**config.mk**
```make
export PLATFORM = sky130hd
export DESIGN_NAME = line_fill_buffer_flat
export DESIGN_NICKNAME = d
export VERILOG_FILES = /design/src/rtl/line_fill_buffer_if.sv /design/src/rtl/line_fill_buffer.sv /design/src/flat_wrapper.sv
export SDC_FILE = /design/constraint.sdc
export NUM_CORES = 1
export LEC_CHECK = 0
export CELL_PAD_IN_SITES_DETAIL_PLACEMENT = 1
export CELL_PAD_IN_SITES_GLOBAL_PLACEMENT = 2
export CORE_ASPECT_RATIO = 0.6
export CORE_MARGIN = 2
export CORE_UTILIZATION = 28
export CTS_BUF_LIST = sky130_fd_sc_hd__clkbuf_4 sky130_fd_sc_hd__clkbuf_8
export DETAILED_ROUTE_END_ITERATION = 10
export PLACE_DENSITY = 0.81
export REMOVE_ABC_BUFFERS = 1
export SYNTH_ARGS = -nofsm -noshare
export SYNTH_HDL_FRONTEND = slang
export SYNTH_SLANG_ARGS = --single-unit
```
**constraint.sdc**
```tcl
create_clock -name clk -period 1.72 [get_ports clk]
set_clock_uncertainty 0.2 [all_clocks]
set_input_delay 0.344 -clock clk [delete_from_list [all_inputs] [get_ports clk]]
set_output_delay 0.344 -clock clk [all_outputs]
set_load 0.01 [all_outputs]
```
**src/rtl/line_fill_buffer_if.sv**
```systemverilog
// Bus bundle between the line fill buffer, the pipeline / read sequencer
// side that drives it, and the cache data array that consumes the line.
// Handshake: a line is offered while line_valid=1 and is taken on the first
// rising edge with line_valid=1 and line_ack=1; line_valid, line_addr and
// line_data stay stable from assertion until that edge.
interface line_fill_buffer_if #(
  parameter int ADDR_W = 16,
  parameter int DATA_W = 16
);
  logic              fill_start;
  logic [ADDR_W-1:0] fill_addr;
  logic              rd_valid;
  logic [1:0]        rd_index;
  logic [DATA_W-1:0] rd_data;
  logic              rd_done;
  logic              busy;
  logic              crit_valid;
  logic [DATA_W-1:0] crit_data;
  logic              line_valid;
  logic [ADDR_W-1:0] line_addr;
  logic [4*DATA_W-1:0] line_data;
  logic              line_ack;
  logic              err;
  logic [1:0]        fsm_state;   // debug view of the buffer FSM

  // Environment side: issues misses, supplies memory words, acks lines.
  modport master (
    output fill_start, fill_addr, rd_valid, rd_index, rd_data, rd_done, line_ack,
    input  busy, crit_valid, crit_data, line_valid, line_addr, line_data, err, fsm_state
  );

  // Buffer side.
  modport slave (
    input  fill_start, fill_addr, rd_valid, rd_index, rd_data, rd_done, line_ack,
    output busy, crit_valid, crit_data, line_valid, line_addr, line_data, err, fsm_state
  );
endinterface

```
**src/rtl/line_fill_buffer.sv**
```systemverilog
// Line fill buffer: collects the four words of a missed line from the read
// sequencer in any order, forwards the requested word as soon as it lands,
// then offers the whole line to the cache data array until acknowledged.
module line_fill_buffer #(
  parameter int ADDR_W = 16,
  parameter int DATA_W = 16
) (
  input  logic                 clk,
  input  logic                 rst,
  line_fill_buffer_if.slave    bus
);

  typedef enum logic [1:0] {
    IDLE    = 2'd0,
    FILL    = 2'd1,
    PRESENT = 2'd2
  } state_t;

  state_t              state;
  logic [3:0]          mask;
  logic [1:0]          crit_idx;
  logic [DATA_W-1:0]   words [4];
  logic                busy_r;
  logic                crit_valid_r;
  logic [DATA_W-1:0]   crit_data_r;
  logic                line_valid_r;
  logic [ADDR_W-1:0]   line_addr_r;
  logic                err_r;

  // Mask as it will look after this cycle's capture; decides completion
  // versus early-done in the same cycle the last word arrives.
  logic [3:0]          idx_bit;
  logic [3:0]          mask_next;

  // Capture bookkeeping for the current sequencer word.
  always_comb begin
    idx_bit   = 4'b0001 << bus.rd_index;
    mask_next = mask;
    if (bus.rd_valid) begin
      mask_next = mask | idx_bit;
    end
  end

  // Fill FSM with all outputs registered.
  always_ff @(posedge clk or negedge rst) begin
    if (!rst) begin
      state        <= IDLE;
      mask         <= 4'b0000;
      crit_idx     <= 2'd0;
      busy_r       <= 1'b0;
      crit_valid_r <= 1'b0;
      crit_data_r  <= '0;
      line_valid_r <= 1'b0;
      line_addr_r  <= '0;
      err_r        <= 1'b0;
      for (int i = 0; i < 4; i++) begin
        words[i] <= '0;
      end
    end else begin
      crit_valid_r <= 1'b0;
      case (state)
        IDLE: begin
          if (bus.fill_start) begin
            state       <= FILL;
            busy_r      <= 1'b1;
            line_addr_r <= {bus.fill_addr[ADDR_W-1:3], 3'b000};
            crit_idx    <= bus.fill_addr[2:1];
            mask        <= 4'b0000;
            err_r       <= 1'b0;
          end
        end
        FILL: begin
          if (bus.rd_valid) begin
            words[bus.rd_index] <= bus.rd_data;
            mask                <= mask_next;
            // Forward only the first arrival of the requested word.
            if ((bus.rd_index == crit_idx) && !mask[bus.rd_index]) begin
              crit_valid_r <= 1'b1;
              crit_data_r  <= bus.rd_data;
            end
          end
          if (mask_next == 4'b1111) begin
            state        <= PRESENT;
            line_valid_r <= 1'b1;
          end else if (bus.rd_done) begin
            // Sequencer finished with holes in the line: abandon it.
            state  <= IDLE;
            busy_r <= 1'b0;
            err_r  <= 1'b1;
          end
        end
        PRESENT: begin
          if (bus.line_ack) begin
            state        <= IDLE;
            line_valid_r <= 1'b0;
            busy_r       <= 1'b0;
          end
        end
        default: begin
          state        <= IDLE;
          busy_r       <= 1'b0;
          line_valid_r <= 1'b0;
        end
      endcase
    end
  end

  assign bus.busy       = busy_r;
  assign bus.crit_valid = crit_valid_r;
  assign bus.crit_data  = crit_data_r;
  assign bus.line_valid = line_valid_r;
  assign bus.line_addr  = line_addr_r;
  assign bus.line_data  = {words[3], words[2], words[1], words[0]};
  assign bus.err        = err_r;
  assign bus.fsm_state  = state;

endmodule

```
**src/flat_wrapper.sv**
```systemverilog
// flat-port wrapper written by rule: the top's interface ports become plain ports
module line_fill_buffer_flat 
#(
  parameter int ADDR_W = 16,
  parameter int DATA_W = 16
)
  (clk, rst, bus_fill_start, bus_fill_addr, bus_rd_valid, bus_rd_index, bus_rd_data, bus_rd_done, bus_line_ack, bus_busy, bus_crit_valid, bus_crit_data, bus_line_valid, bus_line_addr, bus_line_data, bus_err, bus_fsm_state);
  line_fill_buffer_if #(.ADDR_W(ADDR_W), .DATA_W(DATA_W)) bus_i ();
  input  logic clk;
  input  logic rst;
  input wire logic [$bits(bus_i.fill_start)-1:0] bus_fill_start;
  input wire logic [$bits(bus_i.fill_addr)-1:0] bus_fill_addr;
  input wire logic [$bits(bus_i.rd_valid)-1:0] bus_rd_valid;
  input wire logic [$bits(bus_i.rd_index)-1:0] bus_rd_index;
  input wire logic [$bits(bus_i.rd_data)-1:0] bus_rd_data;
  input wire logic [$bits(bus_i.rd_done)-1:0] bus_rd_done;
  input wire logic [$bits(bus_i.line_ack)-1:0] bus_line_ack;
  output wire logic [$bits(bus_i.busy)-1:0] bus_busy;
  output wire logic [$bits(bus_i.crit_valid)-1:0] bus_crit_valid;
  output wire logic [$bits(bus_i.crit_data)-1:0] bus_crit_data;
  output wire logic [$bits(bus_i.line_valid)-1:0] bus_line_valid;
  output wire logic [$bits(bus_i.line_addr)-1:0] bus_line_addr;
  output wire logic [$bits(bus_i.line_data)-1:0] bus_line_data;
  output wire logic [$bits(bus_i.err)-1:0] bus_err;
  output wire logic [$bits(bus_i.fsm_state)-1:0] bus_fsm_state;
  assign bus_i.fill_start = bus_fill_start;
  assign bus_i.fill_addr = bus_fill_addr;
  assign bus_i.rd_valid = bus_rd_valid;
  assign bus_i.rd_index = bus_rd_index;
  assign bus_i.rd_data = bus_rd_data;
  assign bus_i.rd_done = bus_rd_done;
  assign bus_i.line_ack = bus_line_ack;
  assign bus_busy = bus_i.busy;
  assign bus_crit_valid = bus_i.crit_valid;
  assign bus_crit_data = bus_i.crit_data;
  assign bus_line_valid = bus_i.line_valid;
  assign bus_line_addr = bus_i.line_addr;
  assign bus_line_data = bus_i.line_data;
  assign bus_err = bus_i.err;
  assign bus_fsm_state = bus_i.fsm_state;
  line_fill_buffer #(.ADDR_W(ADDR_W), .DATA_W(DATA_W)) u_core (.clk(clk), .rst(rst), .bus(bus_i));
endmodule
```
==> results.json, run 1 <==
{
  "clock-root-buffer": "clkbuf_8",
  "crit_chain": "a2111oi_4, o2111ai_4, clkbuf_16, mux2_4",
  "rsz0062_at_grt": "yes",
  "place_inst": 625,
  "ios": 142,
  "preCtsSetupSlack_ns": -0.747,
  "wl_um": 13200,
  "synth_cell_type_count": 34,
  "avgSynthCellArea_sq_um": 15.8,
  "first_iter_violations": 108,
  "io_buffers": 137,
  "dr_wl_met3_um": 903,
  "crit_buf_inv": 1,
  "synth_area_sq_mm": 0.00421,
  "via_count": 2950,
  "grt_pass1_vias": 3359,
  "cp-start-kind": "register",
  "regToRegSetupSlack_ns": -0.16,
  "ys_warn_count": 0,
  "clockBufferDepth": 2,
  "final_common_cell": "dfrtp_1",
  "max_freq_mhz": 533,
  "final_cell_mix": "dfrtp_1, dlygate4sd2_1, mux2_4",
  "fin_crit_ns": 1.88,
  "grt_pass1_wl_um": 20300,
  "die_y_um": 98.9,
  "fin_nets": 493,
  "drive_gt1_share_pct": 39.5,
  "vias_per_cell": 4.50,
  "first_pass_iters": 4,
  "place_congestion": 0.785,
  "htree_levels": 3,
  "wl_met2_um": 6090,
  "core_area_sq_mm": 0.0146,
  "fin_crit_sh_pct": 109,
  "cts.reportedPaths.clkPinSlew_ns": 0.10,
  "die_w_um": 162,
  "dr.max_layer_used": "met4",
  "grtUsageTotal_pct": 16.6,
  "dp_hpwl_um": 8830,
  "ys_seq_area_share_pct": 62.5,
  "ff2ff_path_depth": 4,
  "cp-end-kind": "register",
  "fin_cells": 656,
  "powerDensity_mw_per_mm2": 1290,
  "cp_slowest_cell": "dfrtp_1",
  "layout_setup_ws_ns": -0.155,
  "wl_met1_um": 6130,
  "setup_viol": 85,
  "maxSlewViolCount": 0,
  "arrival_ns": 1.92,
  "crit_fanout": 8,
  "ys_seq_elements": 105,
  "numCtsBuffers": 9,
  "critPathTopFamily": "compound AO/OA/AOI/OAI gates",
  "status": "finished, violations left",
  "drv_cap": 0,
  "drc_errors": 0,
  "area_growth_syn_to_layout_pct": 58.7,
  "grt_antenna_before_repair": 0,
  "hold_viol": 0,
  "antenna_left": 0,
  "insertion_delay_ns": 0.36,
  "grt_max_degree": 60,
  "antenna_cells": 0,
  "cp.depth": 4,
  "critical_path_class": "reg -> reg",
  "worst_path_largest_cell_delay_ns": 0.44,
  "synth_cells": 267,
  "ir_drop_uv": 469,
  "hold_path.class": "in -> async",
  "violations": "setup timing",
  "die-area_sq_mm": 0.0160,
  "wire_per_inst_um": 20.1,
  "leakagePower_nw": 3.18,
  "overflow": 0,
  "rows": 34,
  "required_ns": 1.77,
  "clock-sinks": 105,
  "cts_tree": "built",
  "floorplan.initialDensity_pct": 28.8
}
-- cell type report --
cell class,count,area (sq um)
well taps,198,248
fillers,1524,7920
clock buffers,11,151
multi-input cells,145,1700
repair buffers,188,1850
inverters,4,18.8
clock inverters,5,77.6
flip-flops and latches,105,2630
-- logic make-up after synthesis --
logic type	Yosys count	share of synthesized area [%]
other	1	0.0892
flip-flops	105	62.5
XOR/XNOR	1	0.208
multiplexers	96	26.5
AND/OR/NAND/NOR	27	3.81
AO/OA/AOI/OAI	18	3.93
buffers and inverters	19	3.00
-- flip-flops by register name, summed over array words and instances, names as in the netlist, 2 cells and up --
name	flops
u_core.bus.crit_data	16
u_core.bus.fsm_state	2
u_core.bus.line_addr	13
u_core.bus.line_data	64
u_core.crit_idx	2
u_core.mask	4
-- stage by stage --
stage	utilization (%)	hold slack, ns	instance area [sq um]	TNS (ns)	total power [W]
6_report	45.7	0.299	6670	-8.03	0.00863
3_3_place_gp	41.7	0.154	6080	-52.46	0.00703
4_1_cts	45.3	0.310	6610	-7.43	0.00867
5_1_grt	45.7	0.323	6670	-11.80	0.00913
3_5_place_dp	41.7	0.161	6080	-57.12	0.00716
2_1_floorplan	-	-0.152	4100	-31.75	0.00495
-- what timing repair did --
action	CTS	global route
pin swaps	4	4
gates resized for setup	167	22
endpoints found under the setup margin	201	105
endpoints found under the hold margin	105	0
setup buffers	10	3
cloned	4	1
hold buffers	1	0
-- path summary, 6_finish.rpt --
path	startpoint	endpoint
min in group clk	u_core.bus.line_data[22]	u_core.bus.line_data[22]
max reg2reg	u_core.mask[2]	u_core.bus.crit_data[2]
min	rst	u_core.bus.line_data[59]
min reg2reg	u_core.bus.line_data[22]	u_core.bus.line_data[22]
max in group asynchronous	rst	u_core.bus.crit_data[2]
max	u_core.mask[2]	u_core.bus.crit_data[2]
-- report_power, final --
group	leakage (nW)	internal (W)	switching [W]	total [W]
Combinational	1.80	0.00187	0.00130	0.00317
Sequential	1.27	0.00325	0.000459	0.00371
Clock	0.115	0.000896	0.000851	0.00175
-- synth_stat cells --
cell type	n	area share, %
xnor2_1	1	0.21
nand4b_1	1	0.21
a31o_2	4	0.83
nor2_1	8	0.71
o221ai_1	1	0.21
a31oi_1	2	0.30
a211oi_1	1	0.18
and3_4	1	0.27
buf_8	1	0.36
dfrtp_1	105	62
buf_6	2	0.54
nand4_2	1	0.30
mux2i_1	1	0.24
and3_1	1	0.15
conb_1	1	0.089
o21ai_0	3	0.36
nand2_1	7	0.62
a2111oi_4	1	0.65
buf_1	1	0.089
a21oi_1	3	0.36
and2b_1	1	0.18
buf_4	6	1.1
nand4_1	1	0.15
nor3_4	1	0.39
mux2_4	9	3.2
nand3_2	1	0.24
nor2b_1	3	0.45
a32oi_1	1	0.21
inv_1	4	0.36
nand2b_1	1	0.15
a41oi_1	1	0.21
buf_2	5	0.59
mux2_2	86	23
o2111ai_4	1	0.62
-- per-layer routing --
metal	vias up	global-route usage, %
li1	1311	-
met1	1540	22.5
met2	88	26.3
met3	11	5.89
met4	0	2.45
met5	-	0
-- worst min-delay path, cell delays in order --
cell and delay [ns]:
dlygate4sd3_1 0.53, buf_4 0.14, buf_12 0.24
Note: power is estimated with default switching activity, not from simulation.
==> inputs of run 2 (changes only) <==
--- a/constraint.sdc
+++ b/constraint.sdc
@@ -4,2 +4,2 @@
 set_output_delay 0.344 -clock clk [all_outputs]
-set_load 0.01 [all_outputs]
+set_load 0.02 [all_outputs]
==> results.json, run 2 (synthesized netlist as in run 1, its figures left out) <==
{
  "rows": 34,
  "violations": "setup timing",
  "wl_um": 12500,
  "first_pass_iters": 4,
  "vias_per_cell": 4.45,
  "clockBufferDepth": 2,
  "arrival_ns": 1.86,
  "wire_per_inst_um": 19.1,
  "die-area_sq_mm": 0.0160,
  "final_cell_mix": "dfrtp_1, dlygate4sd2_1, mux2_2",
  "worst_path_largest_cell_delay_ns": 0.40,
  "core_area_sq_mm": 0.0146,
  "status": "finished, violations left",
  "final_common_cell": "dfrtp_1",
  "cp_slowest_cell": "dfrtp_1",
  "final_area_sq_mm": 0.00648,
  "grtUsageTotal_pct": 16.2,
  "via_count": 2905,
  "insertion_delay_ns": 0.36,
  "hold_viol": 0,
  "drive_gt1_share_pct": 39.8,
  "io_buffers": 137,
  "cp-end-kind": "register",
  "first_iter_violations": 100,
  "crit_buf_inv": 3,
  "antenna_left": 0,
  "die_y_um": 98.9,
  "preCtsSetupSlack_ns": -0.753,
  "grt_pass1_wl_um": 19700,
  "place_area_sq_mm": 0.00607,
  "cts.reportedPaths.clkPinSlew_ns": 0.11,
  "grt_pass1_vias": 3318,
  "drc_errors": 0,
  "overflow": 0,
  "clock-sinks": 105,
  "r2r_end": "u_core.bus.line_data[32]",
  "largest_reg_flops": 64,
  "rsz0062_at_grt": "yes",
  "r2r-start": "u_core.bus.fsm_state[1]",
  "htree_levels": 3,
  "place_congestion": 0.780,
  "hold_path.class": "in -> async",
  "crit_fanout": 7,
  "required_ns": 1.78,
  "clock-root-buffer": "clkbuf_8",
  "antenna_cells": 0,
  "regToRegSetupSlack_ns": -0.09,
  "fin_crit_ns": 1.81,
  "numCtsBuffers": 9,
  "dp_hpwl_um": 8630,
  "layout_setup_ws_ns": -0.0875,
  "ios": 142,
  "ff2ff_path_depth": 6,
  "powerDensity_mw_per_mm2": 1350,
  "utilization_pct": 44.4,
  "grt_antenna_before_repair": 0,
  "fin_nets": 490,
  "holdWs_ns": 0.305,
  "critPathTopFamily": "buffers and inverters",
  "max_freq_mhz": 553,
  "floorplan.initialDensity_pct": 28.8,
  "leakagePower_nw": 3.03,
  "maxSlewViolCount": 0,
  "grt_max_degree": 60,
  "cts_tree": "built",
  "crit_chain": "buf_6, nor2b_1, buf_4, and3_4, buf_12, mux2_4",
  "drv_cap": 0,
  "ir_drop_uv": 506,
  "critical_path_class": "reg -> reg",
  "area_growth_syn_to_layout_pct": 54.1,
  "setup_viol": 88,
  "fin_crit_sh_pct": 105,
  "die_w_um": 162,
  "cp-start-kind": "register"
}
run 2: cell types whose count changed in the layout (fill, tap and decap cells not counted), sizes merged:
cell	change
clkdlybuf4s15	+4
bufinv	-2
dlygate4sd2	-6
clkinvlp	+3
clkbuf	-2
inv	+1
clkinv	-1
run 2: worst register-to-register path: cells and delay by family (launching register included):
kind,cells,cell delay (ns)
and+or+nand+nor,2,0.34
muxes,1,0.31
buffers and inverters,3,0.45
DFF,1,0.40
run 2: final cells by class:
class                      instances  area, sq um
fill                            1489         8110
clock inverter                     6         43.8
inverter                           4         18.8
multi-input combinational        145         1610
timing repair buffer             185         1800
clock buffer                      10          131
tap                              198          248
sequential                       105         2630
run 2: through the flow:
stage / setup TNS, ns / instances / power [W]
after floorplan: -38.58 / 254 / 0.00554
after CTS: -5.04 / 652 / 0.00885
after global routing: -9.83 / 653 / 0.00926
after detailed placement: -56.92 / 624 / 0.00773
after global placement: -52.11 / 624 / 0.00763
final: -4.39 / 653 / 0.00876
run 2: routing by layer:
metal | global-route usage (%) | vias to the layer above | part of all wire, %
li1 | - | 1301 | -
met2 | 24.3 | 89 | 44
met3 | 5.60 | 15 | 6.8
met1 | 22.8 | 1500 | 48
met4 | 3.61 | 0 | 1.1
met5 | 0 | - | 0
run 2: worst max-delay path by stage:
stage / start / end / slack (ns) / cells after the start
after CTS: u_core.bus.fsm_state[1] / u_core.bus.line_data[32] / -0.1 / 6
after detailed placement: bus_rd_index[1] / u_core.bus.line_data[50] / -0.75 / 6
after global placement: bus_rd_index[1] / u_core.bus.line_data[62] / -0.70 / 6
after global routing: u_core.bus.fsm_state[1] / u_core.bus.line_data[46] / -0.14 / 6
final: u_core.bus.fsm_state[1] / u_core.bus.line_data[32] / -0.09 / 6
after floorplan: u_core.bus.fsm_state[0] / u_core.bus.line_addr[10] / -0.54 / 3
run 2: what timing repair did:
item                       CTS  global route
gates cloned                 3             0
pin swaps                    3             2
setup endpoints to repair  199           106
gates resized for setup    166            10
setup buffers                8             1
hold buffers                 1             0
hold endpoints to repair   105             0
run 2: power by group:
part           total [W]  internal, W  leakage (nW)  switching (W)
combinational    0.00364      0.00177          1.68        0.00186
clock            0.00143     0.000546        0.0783       0.000885
sequential       0.00369      0.00325          1.27       0.000443
